## config.mk

```make
export PLATFORM = sky130hd
export DESIGN_NAME = mpsoc_ahb3_dma_master
export DESIGN_NICKNAME = d
export VERILOG_FILES = /design/src/rtl/mpsoc_pkg.sv /design/src/rtl/mpsoc_ahb3_dma_master.sv
export SDC_FILE = /design/constraint.sdc
export NUM_CORES = 1
export LEC_CHECK = 0
export CAP_MARGIN = 20
export CELL_PAD_IN_SITES_DETAIL_PLACEMENT = 1
export CELL_PAD_IN_SITES_GLOBAL_PLACEMENT = 1
export CORE_MARGIN = 8
export CORE_UTILIZATION = 48
export DETAILED_ROUTE_END_ITERATION = 10
export DONT_BUFFER_PORTS = 1
export PLACE_DENSITY_LB_ADDON = 0.1
export SYNTH_ARGS = -nofsm -noshare
export SYNTH_HDL_FRONTEND = slang
export SYNTH_SLANG_ARGS = --single-unit
```

## constraint.sdc

```tcl
create_clock -name HCLK -period 4.8 [get_ports HCLK]
set_input_delay 0.72 -clock HCLK [delete_from_list [all_inputs] [get_ports HCLK]]
set_output_delay 0.72 -clock HCLK [all_outputs]
set_load 0.05 [all_outputs]
```

## src/rtl/mpsoc_pkg.sv

```systemverilog
// Shared MPSoC AHB3 encodings (HTRANS/HBURST/HSIZE/HRESP) and the DMA master state type.
package mpsoc_pkg;

    localparam logic [1:0] HTRANS_IDLE   = 2'b00;
    localparam logic [1:0] HTRANS_BUSY   = 2'b01;
    localparam logic [1:0] HTRANS_NONSEQ = 2'b10;
    localparam logic [1:0] HTRANS_SEQ    = 2'b11;

    localparam logic [2:0] HBURST_SINGLE = 3'b000;
    localparam logic [2:0] HBURST_INCR   = 3'b001;
    localparam logic [2:0] HBURST_WRAP4  = 3'b010;
    localparam logic [2:0] HBURST_INCR4  = 3'b011;
    localparam logic [2:0] HBURST_WRAP8  = 3'b100;
    localparam logic [2:0] HBURST_INCR8  = 3'b101;
    localparam logic [2:0] HBURST_WRAP16 = 3'b110;
    localparam logic [2:0] HBURST_INCR16 = 3'b111;

    localparam logic [2:0] HSIZE_BYTE  = 3'b000;
    localparam logic [2:0] HSIZE_HWORD = 3'b001;
    localparam logic [2:0] HSIZE_WORD  = 3'b010;
    localparam logic [2:0] HSIZE_DWORD = 3'b011;

    localparam logic HRESP_OKAY  = 1'b0;
    localparam logic HRESP_ERROR = 1'b1;

    typedef enum logic [1:0] {IDLE, ADDR, LAST, DONE} dma_state_t;

endpackage

```

## src/rtl/mpsoc_ahb3_dma_master.sv

```systemverilog
// AHB3-Lite DMA master: one command becomes an INCR burst of full-width beats, read or write.
// Build option MPSOC_AHB3_DMA_1KB_SPLIT_EN restarts the burst with NONSEQ at every 1KB boundary.
module mpsoc_ahb3_dma_master
    import mpsoc_pkg::*;
#(
    parameter int         HADDR_SIZE = 64,
    parameter int         HDATA_SIZE = 32,
    parameter int         LEN_SIZE   = 16,
    parameter logic [3:0] HPROT_VAL  = 4'b0011
) (
    input  logic                  HCLK,
    input  logic                  HRESET,
    input  logic                  cmd_valid,
    output logic                  cmd_ready,
    input  logic                  cmd_write,
    input  logic [HADDR_SIZE-1:0] cmd_addr,
    input  logic [LEN_SIZE-1:0]   cmd_len,
    input  logic                  wr_valid,
    output logic                  wr_ready,
    input  logic [HDATA_SIZE-1:0] wr_data,
    output logic                  rd_valid,
    output logic [HDATA_SIZE-1:0] rd_data,
    output logic                  done,
    output logic                  error,
    output logic                  HSEL,
    output logic [HADDR_SIZE-1:0] HADDR,
    output logic [HDATA_SIZE-1:0] HWDATA,
    output logic                  HWRITE,
    output logic [2:0]            HSIZE,
    output logic [2:0]            HBURST,
    output logic [3:0]            HPROT,
    output logic [1:0]            HTRANS,
    output logic                  HMASTLOCK,
    input  logic [HDATA_SIZE-1:0] HRDATA,
    input  logic                  HREADY,
    input  logic                  HRESP,
    output dma_state_t            dbg_state
);

    localparam logic [HADDR_SIZE-1:0] ADDR_STEP = HADDR_SIZE'(HDATA_SIZE / 8);
    localparam logic [2:0]            HSIZE_VAL = 3'($clog2(HDATA_SIZE / 8));

    dma_state_t            state_q,  state_d;
    logic [HADDR_SIZE-1:0] haddr_q,  haddr_d;
    logic [HDATA_SIZE-1:0] hwdata_q, hwdata_d;
    logic                  hwrite_q, hwrite_d;
    logic [LEN_SIZE-1:0]   beats_q,  beats_d;
    logic                  first_q,  first_d;
    logic                  dphase_q, dphase_d;
    logic                  err1_q,   err1_d;
    logic                  error_q,  error_d;

    logic [1:0] trans;
    logic       issue;
    logic       split;

`ifdef MPSOC_AHB3_DMA_1KB_SPLIT_EN
    assign split = (haddr_q[9:0] == 10'd0);
`else
    assign split = 1'b0;
`endif

    // Address phase is combinational on wr_valid so a write beat is offered
    // the same cycle its data is accepted; the accepted data is then registered
    // into the following data phase.
    always_comb begin
        trans = HTRANS_IDLE;
        if (state_q == ADDR && !err1_q && beats_q != '0) begin
            if (hwrite_q && !wr_valid) begin
                trans = first_q ? HTRANS_IDLE : HTRANS_BUSY;
            end else if (first_q || split) begin
                trans = HTRANS_NONSEQ;
            end else begin
                trans = HTRANS_SEQ;
            end
        end
    end

    assign issue = (state_q == ADDR) && HREADY && trans[1];

    // Streams: cmd and wr transfer on valid & ready in the same cycle; the
    // source holds valid and payload stable until ready. rd has no backpressure.
    assign cmd_ready = (state_q == IDLE);
    assign wr_ready  = (state_q == ADDR) && HREADY && (beats_q != '0) && hwrite_q && !err1_q;
    assign rd_valid  = dphase_q && !hwrite_q && HREADY && !HRESP;
    assign rd_data   = HRDATA;
    assign done      = (state_q == DONE);
    assign error     = (state_q == DONE) && error_q;

    assign HTRANS    = trans;
    assign HSEL      = (trans != HTRANS_IDLE);
    assign HADDR     = haddr_q;
    assign HWDATA    = hwdata_q;
    assign HWRITE    = hwrite_q;
    assign HSIZE     = HSIZE_VAL;
    assign HBURST    = HBURST_INCR;
    assign HPROT     = HPROT_VAL;
    assign HMASTLOCK = 1'b0;
    assign dbg_state = state_q;

    always_comb begin
        state_d  = state_q;
        haddr_d  = haddr_q;
        hwdata_d = hwdata_q;
        hwrite_d = hwrite_q;
        beats_d  = beats_q;
        first_d  = first_q;
        error_d  = error_q;
        err1_d   = 1'b0;
        dphase_d = issue ? 1'b1 : (HREADY ? 1'b0 : dphase_q);
        if (wr_valid && wr_ready) begin
            hwdata_d = wr_data;
        end
        unique case (state_q)
            IDLE: begin
                if (cmd_valid) begin
                    haddr_d  = cmd_addr;
                    beats_d  = cmd_len;
                    hwrite_d = cmd_write;
                    first_d  = 1'b1;
                    error_d  = 1'b0;
                    state_d  = (cmd_len == '0) ? DONE : ADDR;
                end
            end
            ADDR, LAST: begin
                // Two-cycle ERROR response: the first cycle (HREADY low) forces
                // IDLE onto the bus next, the second (HREADY high) ends the command.
                if (err1_q) begin
                    if (HREADY) begin
                        state_d = DONE;
                        error_d = 1'b1;
                    end else begin
                        err1_d = 1'b1;
                    end
                end else if (dphase_q && HRESP && !HREADY) begin
                    err1_d = 1'b1;
                end else if (state_q == LAST) begin
                    if (!dphase_q || HREADY) begin
                        state_d = DONE;
                    end
                end else if (issue) begin
                    haddr_d = haddr_q + ADDR_STEP;
                    beats_d = beats_q - LEN_SIZE'(1);
                    first_d = 1'b0;
                    if (beats_q == LEN_SIZE'(1)) begin
                        state_d = LAST;
                    end
                end
            end
            DONE:    state_d = IDLE;
            default: state_d = IDLE;
        endcase
    end

    always_ff @(posedge HCLK) begin
        if (HRESET) begin
            state_q  <= IDLE;
            haddr_q  <= '0;
            hwdata_q <= '0;
            hwrite_q <= 1'b0;
            beats_q  <= '0;
            first_q  <= 1'b0;
            dphase_q <= 1'b0;
            err1_q   <= 1'b0;
            error_q  <= 1'b0;
        end else begin
            state_q  <= state_d;
            haddr_q  <= haddr_d;
            hwdata_q <= hwdata_d;
            hwrite_q <= hwrite_d;
            beats_q  <= beats_d;
            first_q  <= first_d;
            dphase_q <= dphase_d;
            err1_q   <= err1_d;
            error_q  <= error_d;
        end
    end

endmodule

```

Word level (Yosys, flattened, before mapping)
Index checks and enable logic that the tools add are counted.

Bits in registers: 119. Word-level logic and storage cells: 103.

Add/subtract/negate cells: 2. Equality and inequality tests: 16. Mux-type cells: 41. Bitwise gates (word level): 1. Reduce and logical (&&, ||, !) cells: 34.

Operators with widths (number): $mux W64 (5); $pmux W64 S2 (1); $mux W16 (5); $add A64 B3 Y64 const B (1); $pmux W16 S2 (1); $mux W2 (11); $eq A16 B1 Y1 const B (1); $logic_not A16 Y1 (1); $reduce_bool A16 Y1 (1); $sub A16 B1 Y16 const B (1); $logic_and A1 B1 Y1 (15); $mux W1 (15); $ne A2 B2 Y1 const B (7); $ne A4 B4 Y1 const B (3); $reduce_and A6 Y1 (2); $logic_not A1 Y1 (6); $ne A3 B3 Y1 const B (2); $pmux W2 S3 (1); $reduce_bool A2 Y1 (3); $eq A2 B2 Y1 const B (2); $pmux W1 S2 (2); $reduce_and A4 Y1 (1); $reduce_or A2 Y1 (2); $eq A2 B1 Y1 const B (1); other kinds (4) (4).

Longest topological paths before layout
Gate-level depths: netlist of the first run.

Depth in word-level cells: 10. Gate-level depth with buffers: 11.

Worst setup path after synthesis of the first run
No wires, ideal clock.

Path type: input -> output. Start point: input HREADY. End point: output rd_valid. Data arrival time: 2.253 ns. Required time: 4.080 ns. Slack: 1.827 ns. Cell stages on the path: 1. Buffers on the path: 0. Cells stage by stage: nor4bb_1.

Cells in the longest elaborated chain, start to end: 2.

Ends and longest elaborated chain: start: declaration (RTL line mpsoc_ahb3_dma_master.sv:35) `input logic HREADY,`; $logic_and A1 B1 Y1 (2 in series) (RTL line mpsoc_ahb3_dma_master.sv:85) `assign rd_valid = dphase_q && !hwrite_q && HREADY && !HRESP;`; end: declaration (RTL line mpsoc_ahb3_dma_master.sv:21) `output logic rd_valid,`.

No other way between the ends.

Worst setup path after layout of the first run
Start point: register state_q[1], in the netlist dbg_state[1]. End point: register haddr_q[37], in the netlist HADDR[37].

Elaborated cells between the ends (all ways): 17. Those cells by class: eq/ne (7); mux (2); reduce/logical (8).

RTL lines: start: declaration (RTL line mpsoc_ahb3_dma_master.sv:43) `dma_state_t state_q, state_d;`; start signal: assignment (RTL line mpsoc_ahb3_dma_master.sv:167) `state_q <= state_d;`; $logic_not A2 Y1 (*); via cmd_ready (RTL line mpsoc_ahb3_dma_master.sv:14) `output logic cmd_ready,`; $ne A2 B2 Y1 (no source line) / $reduce_bool A2 Y1 (equally long branches); $reduce_and A6 Y1 (no source line); end signal: assignment (RTL line mpsoc_ahb3_dma_master.sv:168) `haddr_q <= haddr_d;`; end: declaration (RTL line mpsoc_ahb3_dma_master.sv:44) `logic [HADDR_SIZE-1:0] haddr_q, haddr_d;`.

Mark *: on every way through the listed nets, which the timed path passes. The rest lies on a longest branch. A chain may end at the register's enable or synchronous reset.

==> results.yml, run 1 <==
run_status:
  status: "finished, final reports clean"
route:
  wl_per_cell_um: 24.9
  drt_drc_violations_left: 0
  vias_per_cell: 6.63
  drtAntennaViolNets: 0
  drt-initial-drc-count: 637
  drt_pass1_iterations: 6
  wl_mm: 28.3
  vias: 7537
logic_synthesis:
  yosysTopAreaCell: "dfxtp_1"
  synthFlopType: "dfxtp_1"
  syn_area_um2: 7440
  ys_types: 72
  netlist_instances: 996
  synth-seq-cells: 119
  ys_seq_area_share_pct: 32.0
  ys_warn_count: 0
  synth_area_per_cell_um2: 7.47
  synthTopCellsByArea: "dfxtp_1, a21oi_1, nand2_1"
  synth_edf_count: 0
  async_flop_share_pct: 0
  yosys.area.top_type_share_pct: 32.0
timing:
  skew_ns: 0.00664
  hold_viol_final: 0
  rsz0062_at_grt: "no"
  setup-tns-final_ns: 0
  finalCritPeriodShare_pct: 80.7
  slew_violations: 0
  worstMarginPinSlew_ns: 1.08
  setup_viol: 0
  period_needed_ns: 3.87
  fmax_mhz: 258
  relSlewSlack_pct: 28.1
critical_path:
  crit_path_start_kind: "register"
  cpMaxStageDelayCell: "dfxtp_1"
  cp.arrival_ns: 4.23
  critical_path_class: "reg2reg"
  r2r_slack_ns: 0.93
  cp_max_fo: 16
  cp_common_cell: "buf_4"
  critical-path-max-stage-delay_ns: 0.73
  timing.rr.start: "dbg_state[1]"
  cp-end-kind: "register"
  required_ns: 5.15
  r2r_cells: 9
  r2r-end: "HADDR[37]"
  cp-startpoint: "dbg_state[1]"
  crit_chain: "inv_1, ha_1, nand2b_1, nor2b_1, buf_4, nand3_1, buf_4, or4_1, a31oi_1"
layout:
  final_nets: 1094
  final_cells: 1136
  fillers: 1890
  drive_above_1_share_pct: 8.99
  ff_latch_area_um2: 2380
  final_util_pct: 51.7
  multiInputGateArea_um2: 4420
  area_growth_pct: 5.70
placed_design:
  io_buffers: 0
  dp_cells: 1101
  dpl.hpwl_mm: 20.4
  globalplace.congestion: 0.901
min_path:
  hold_path_depth: 1
  whs_endpoint: "HADDR[57]"
  hold_path.class: "in2reg"
  hold_start: "HRESET"
floorplanning:
  die_area_um2: 19700
  placementRows: 45
  fp.dieH_um: 141
  core-area_um2: 15200
  io_pins: 301
  die_width_um: 141
  start_util_pct: 49.0
job:
  drv_cap: 0
clock_tree:
  htreeDepth: 4
  cts_tree: "done"
  cts_buffer_depth: 2
  cts-root-buf: "clkbuf_16"
  insertion_delay_ns: 0.43
  holdBufCountCts: 0
  post_cts_buffers: 0
  cts.sinks: 119
  path_clk_slew_ns: 0.06
  numCtsBuffers: 17
  cts_resized: 0
global_route:
  overflow: 0
  grt_pass1_vias: 7747
  grt_pass1_wl_mm: 43.3
  antenna_found_initial: 2
  grt_usage_pct: 27.4
  grt_start_max_net_pins: 118
power_and_ir_drop:
  p_per_area_nw_per_um2: 668
  vdd_drop_max_mv: 0.375
  p_leak_uw: 0.00264
[power breakdown]
group / leakage (uW) / switching [uW] / internal [uW]
registers: 0.000971 / 937 / 1200
clock network: 0.000265 / 510 / 766
logic: 0.00140 / 1240 / 604
total: 0.00264 / 2680 / 2570
[logic make-up after synthesis]
family	count (synthesis)	share of synthesized area, %
adder cells (fa/ha/maj)	10	1.68
AND/OR/NAND/NOR	451	32.6
flip-flops	119	32.0
multiplexers	11	1.51
other	2	0.101
buffers and inverters	134	9.50
AO/OA/AOI/OAI	269	22.5
[state kept, by name (all words and copies together), names as in the netlist]
signal / flops
beats_q: 16
HADDR: 64
error_q: 1
err1_q: 1
HWRITE: 1
HWDATA: 32
first_q: 1
dphase_q: 1
dbg_state: 2
[synth_stat cells (3+ instances only)]
library cell  count
clkbuf_1         47
nand4_2           4
o21ai_0          44
o211ai_1          9
nand2_1         143
dfxtp_1         119
o2bb2ai_1         6
nor2_1           68
a21o_1            5
nor3_1           31
inv_1            26
nand2b_1          7
buf_2            13
or3_1            13
nor3b_1           3
o22ai_1           8
o311ai_0          3
mux2i_1           9
and2_1            8
nand3_2           3
nor4_2            7
or4_1            14
a31oi_1          23
buf_4            46
nand4_1          28
a211oi_1          6
and3_1           28
nand3_1          50
o21a_1            5
ha_1             10
o31ai_1           3
a311oi_1          3
and4_1            3
o21ai_1           3
nor4_1           19
a221oi_1          6
o31a_1            4
nor2b_1           6
nor4_4            3
a21oi_1         108
a32oi_1           5
a22oi_1          10
[worst max path at each step]
stage | to | slack, ns | depth (start not counted)
after CTS | HADDR[37] | 0.98 | 9
after global routing | HADDR[6] | 0.71 | 9
final | HADDR[37] | 0.93 | 9
after detailed placement | HADDR[37] | 1.00 | 9
after global placement | HADDR[37] | 1.16 | 9
after floorplan | rd_valid | 1.83 | 1
[final cells by class]
class                      count  share of cell area [%]
multi-input combinational    752                    56.2
sequential                   119                    30.3
clock buffer                  18                    5.46
tap                          188                    2.99
clock inverter                14                    1.96
timing repair buffer          17                    1.78
inverter                      26                    1.24
antenna                        2                  0.0636
[cells in the final DEF, fill, tap and decap left out, drive strengths merged, types with 6 or more instances in the layout]
master,netlist,layout
inv,26,27
ha,10,10
nor3,33,33
o21ai,47,47
nor2,68,68
dfxtp,119,119
a21oi,108,108
nand4,34,34
clkinvlp,0,6
or4,14,14
nor2b,6,6
o2bb2ai,6,6
and3,28,28
or3,13,13
o22ai,8,8
mux2i,9,9
buf,61,17
a221oi,7,7
a211oi,7,7
nor4,29,29
nand2,146,146
o211ai,9,9
a22oi,10,10
clkbuf,47,18
nand2b,7,7
nand3,53,53
and2,8,8
conb,2,11
a31oi,24,24
[critical path, delay by kind of cell (launching register included)]
kind / cells / cell delay (ns)
simple gates: 4 / 1.58
buf+inv: 3 / 0.83
compound gates: 1 / 0.16
fa+ha+maj: 1 / 0.48
flops: 1 / 0.73
[stage by stage]
| stage | total power (uW) | cell area [um2] | hold WS (ns) | worst slack [ns] |
|---|---|---|---|---|
| after floorplan | 3460 | 7480 | 0.445 | 1.83 |
| after global placement | 3860 | 7260 | 0.471 | 1.16 |
| after detailed placement | 3950 | 7260 | 0.495 | 1.00 |
| after CTS | 5230 | 7840 | 0.357 | 0.976 |
| after global routing | 5520 | 7860 | 0.363 | 0.710 |
| final | 5260 | 7870 | 0.366 | 0.926 |
[routing by layer]
layer / global-route usage [%] / vias up / routed length (um)
li1: - / 3485 / -
met1: 31.9 / 3712 / 11200
met2: 45.7 / 293 / 13900
met3: 9.51 / 45 / 2520
met4: 9.67 / 2 / 587
met5: 0 / - / 13
(Power assumes the default switching activity.)
==> run 2, diff against run 1 <==
CORE_UTILIZATION = 45   (was 48)
clock period = 3.62 ns   (was 4.8 ns; I/O delays follow)
==> results.yml, run 2 (synthesis results as in run 1) <==
run_status:
  status: "finished, final reports clean"
route:
  drtAntennaViolNets: 0
  drt_drc_violations_left: 0
  drt_pass1_iterations: 6
  wl_mm: 29.7
  drt-initial-drc-count: 588
  vias: 7802
  vias_per_cell: 6.44
  wl_per_cell_um: 24.5
timing:
  fmax_mhz: 328
  worstMarginPinSlew_ns: 0.950
  period_needed_ns: 3.04
  rsz0062_at_grt: "no"
  skew_ns: 0.00916
  whs_ns: 0.192
  setup-tns-final_ns: 0
  relSlewSlack_pct: 36.5
  slew_violations: 0
  setup_viol: 0
  hold_viol_final: 0
  finalCritPeriodShare_pct: 84.1
power_and_ir_drop:
  p_leak_uw: 0.00292
  p_per_area_nw_per_um2: 894
  vdd_drop_max_mv: 0.588
layout:
  final_common_cell: "nand2_1"
  drive_above_1_share_pct: 13.3
  area_growth_pct: 11.6
  antenna_cells: 0
  mostFrequentLayoutCells: "nand2_1, dfxtp_1, a21oi_1, nor2_1, buf_4"
  final_nets: 1140
  largest_register_ffs: 64
global_route:
  grt_pass1_vias: 8056
  grt_pass1_wl_mm: 45.0
  grt_start_max_net_pins: 118
  grt_usage_pct: 27.5
  overflow: 0
  antenna_found_initial: 1
floorplanning:
  core-area_um2: 16300
  placementRows: 47
  die_width_um: 145
  fp.dieH_um: 145
  io_pins: 301
  die_area_um2: 20900
  start_util_pct: 45.5
critical_path:
  cp_max_fo: 7
  cp-end-kind: "output port"
  critical_path_class: "reg2out"
  cp.arrival_ns: 2.50
  required_ns: 3.08
  crit_path_start_kind: "register"
clock_tree:
  cts_resized: 0
  path_clk_slew_ns: 0.06
  cts_tree: "done"
  cts.sinks: 119
  holdBufCountCts: 0
  post_cts_buffers: 0
  cts_buffer_depth: 2
  insertion_delay_ns: 0.42
  cts-root-buf: "clkbuf_16"
  htreeDepth: 4
  numCtsBuffers: 17
placed_design:
  dpl.hpwl_mm: 21.5
  io_buffers: 0
  globalplace.congestion: 0.930
min_path:
  hold_path.class: "in2reg"
job:
  drv_cap: 0
[run 2: changes by cell type in the layout (fill, tap and decap cells not counted), sizes merged]
cell / change
clkinv: +1
diode: -2
buf: +46
bufinv: +2
clkinvlp: -3
[run 2: critical path, cell delays in order, from the launching register on]
cell and delay [ns]:
dfxtp_1 0.37, nor4_1 0.48, nand4_1 0.54, nand2_1 0.39
nor2_1 0.10, buf_4 0.20
[run 2: power breakdown]
| group | internal, uW | switching (uW) | total, uW |
|---|---|---|---|
| clock | 1180 | 685 | 1860 |
| sequential | 1590 | 642 | 2240 |
| combinational | 969 | 2360 | 3330 |
[run 2: cell type report]
cell class                 count  area [um2]
fill                        2060        8050
clock buffer                  18         439
clock inverter                14         200
sequential                   119        2380
inverter                      26        97.6
multi-input combinational    752        4420
tap                          220         275
timing repair buffer          63         485
[run 2: routing by layer]
metal	up-vias	part of all wire, %	track usage, %
li1	3572	-	-
met3	61	8.0	6.50
met2	316	49	46.1
met4	2	2.4	11.2
met1	3851	40	33.3
met5	-	0.050	0
[run 2: worst paths after layout]
check                                  from     endpoint  slack, ns  cells after the start
worst min register to register  beats_q[12]  beats_q[12]       0.50                      2
worst max register to register    HADDR[37]    HADDR[63]       0.62                      6
worst min-delay path                 HRESET    HADDR[61]       0.19                      1
worst max-delay path             beats_q[4]     wr_ready       0.58                      5
[run 2: per-stage QoR]
stage               setup slack, ns  power, uW  util [%]  instances  instance area (um2)
floorplan                     0.669       4580         -       1005                 7480
global route                  0.468       7780      50.8       1212                 8300
global placement              0.815       5410      46.9       1180                 7660
finish                        0.576       7420      50.8       1212                 8300
CTS                           0.608       7400      50.8       1212                 8300
detailed placement            0.709       5530      46.9       1180                 7660
==> run 3, diff against run 2 <==
CORE_UTILIZATION = 40   (was 45)
clock period = 2.8 ns   (was 3.62 ns; I/O delays follow)
==> results.yml, run 3 (synthesis results as in run 1) <==
clock_tree:
  holdBufCountCts: 0
  cts-root-buf: "clkbuf_16"
  cts_tree: "done"
  cts.sinks: 119
  insertion_delay_ns: 0.43
  htreeDepth: 4
  cts_buffer_depth: 2
  path_clk_slew_ns: 0.06
  numCtsBuffers: 17
floorplanning:
  fp.dieH_um: 152
  placementRows: 50
  io_pins: 301
  die_area_um2: 23200
  start_util_pct: 40.3
  core-area_um2: 18500
  die_width_um: 152
global_route:
  grt_start_max_net_pins: 118
  grt_pass1_vias: 8395
  grt_usage_pct: 25.7
  overflow: 0
  grt_pass1_wl_mm: 48.0
  antenna_found_initial: 4
timing:
  setup-tns-final_ns: 0
  fmax_mhz: 374
  fin_ws_ns: 0.123
  slew_violations: 0
  relSlewSlack_pct: 52.6
  worstMarginPinSlew_ns: 0.704
  finalCritPeriodShare_pct: 95.6
  period_needed_ns: 2.68
  skew_ns: 0.00837
  hold_viol_final: 0
  rsz0062_at_grt: "yes"
  setup_viol: 0
critical_path:
  cp_max_fo: 7
  crit_chain: "nor4_1, nand4_1, nand2_2, nor2_1, buf_4"
  cp-end-kind: "output port"
  cp.arrival_ns: 2.26
  critical_path_class: "reg2out"
  cpMaxStageDelayCell: "nor4_1"
  crit_path_start_kind: "register"
  required_ns: 2.38
  cp-startpoint: "beats_q[4]"
  critical-path-max-stage-delay_ns: 0.51
  timing.rr.start: "beats_q[4]"
  r2r_slack_ns: 0.18
  crit_buf_inv: 1
  critical-path-top-delay-family: "simple AND/OR/NAND/NOR gates"
power_and_ir_drop:
  vdd_drop_max_mv: 0.584
  p_per_area_nw_per_um2: 1140
  p_leak_uw: 0.00316
job:
  drv_cap: 0
route:
  vias_per_cell: 6.21
  vias: 7914
  wl_mm: 31.0
  drt_pass1_iterations: 5
  drtAntennaViolNets: 0
  wl_per_cell_um: 24.3
  drt_drc_violations_left: 0
  drt-initial-drc-count: 502
layout:
  final_nets: 1186
  fillers: 2281
  drive_above_1_share_pct: 17.3
  final_common_cell: "nand2_1"
  largest_register_ffs: 64
  mostFrequentLayoutCells: "nand2_1, dfxtp_1, a21oi_1, buf_4, nor2_1"
  area_growth_pct: 16.6
min_path:
  hold_path.class: "in2reg"
  hold_start: "HREADY"
placed_design:
  io_buffers: 0
  dpl.hpwl_mm: 22.5
  globalplace.congestion: 0.912
  dp_slack_ns: 0.00128
run_status:
  status: "finished, final reports clean"
run 3: area by class of cell:
class                      count  area, um2  area share, %
clock buffer                  18        429           4.94
multi-input combinational    752       4430           51.0
inverter                      26       97.6           1.12
antenna                        2       5.00         0.0577
clock inverter                14        153           1.76
sequential                   119       2380           27.5
timing repair buffer         109        893           10.3
tap                          234        293           3.37
run 3: layer usage:
layer / global-route usage [%] / part of all wire, %
met5: 0 / 0.087
met4: 9.14 / 2.4
met3: 7.46 / 7.3
met2: 44.7 / 50
met1: 29.6 / 40
run 3: path summary, 6_finish.rpt:
| kind | end | cells after the start |
|---|---|---|
| setup / recovery | HTRANS[1] | 5 |
| hold reg to reg | error_q | 2 |
| setup reg to reg | HADDR[35] | 7 |
| hold / removal | err1_q | 1 |
run 3: stage by stage:
stage / power (uW) / instance area (um2) / util, % / instances / hold WS, ns
CTS: 9810 / 8620 / 46.7 / 1267 / 0.0539
detailed placement: 7540 / 8030 / 43.5 / 1233 / 0.489
global route: 10400 / 8680 / 47.0 / 1274 / 0.0497
global placement: 7340 / 8030 / 43.5 / 1233 / 0.475
floorplan: 5930 / 7480 / - / 1005 / 0.445
finish: 9930 / 8680 / 47.0 / 1274 / 0.0645
run 3: where the power goes:
group / internal, uW / leakage (uW) / switching, uW
logic: 1640 / 0.00191 / 3520
clock network: 1320 / 0.000285 / 903
registers: 2060 / 0.000972 / 484
run 3: worst register-to-register path: stages (launching register included):
cell and delay, ns:
dfxtp_1 0.36, nor4_1 0.51, nand4_1 0.41, buf_4 0.27
nand2_1 0.28, o21ai_0 0.21, and4_1 0.23, a311oi_1 0.25
run 3: timing repair:
action / CTS / global route
setup endpoints to repair: 5 / 7
pin swaps: 1 / 2
setup buffers: 2 / 5
gates resized for setup: 0 / 1
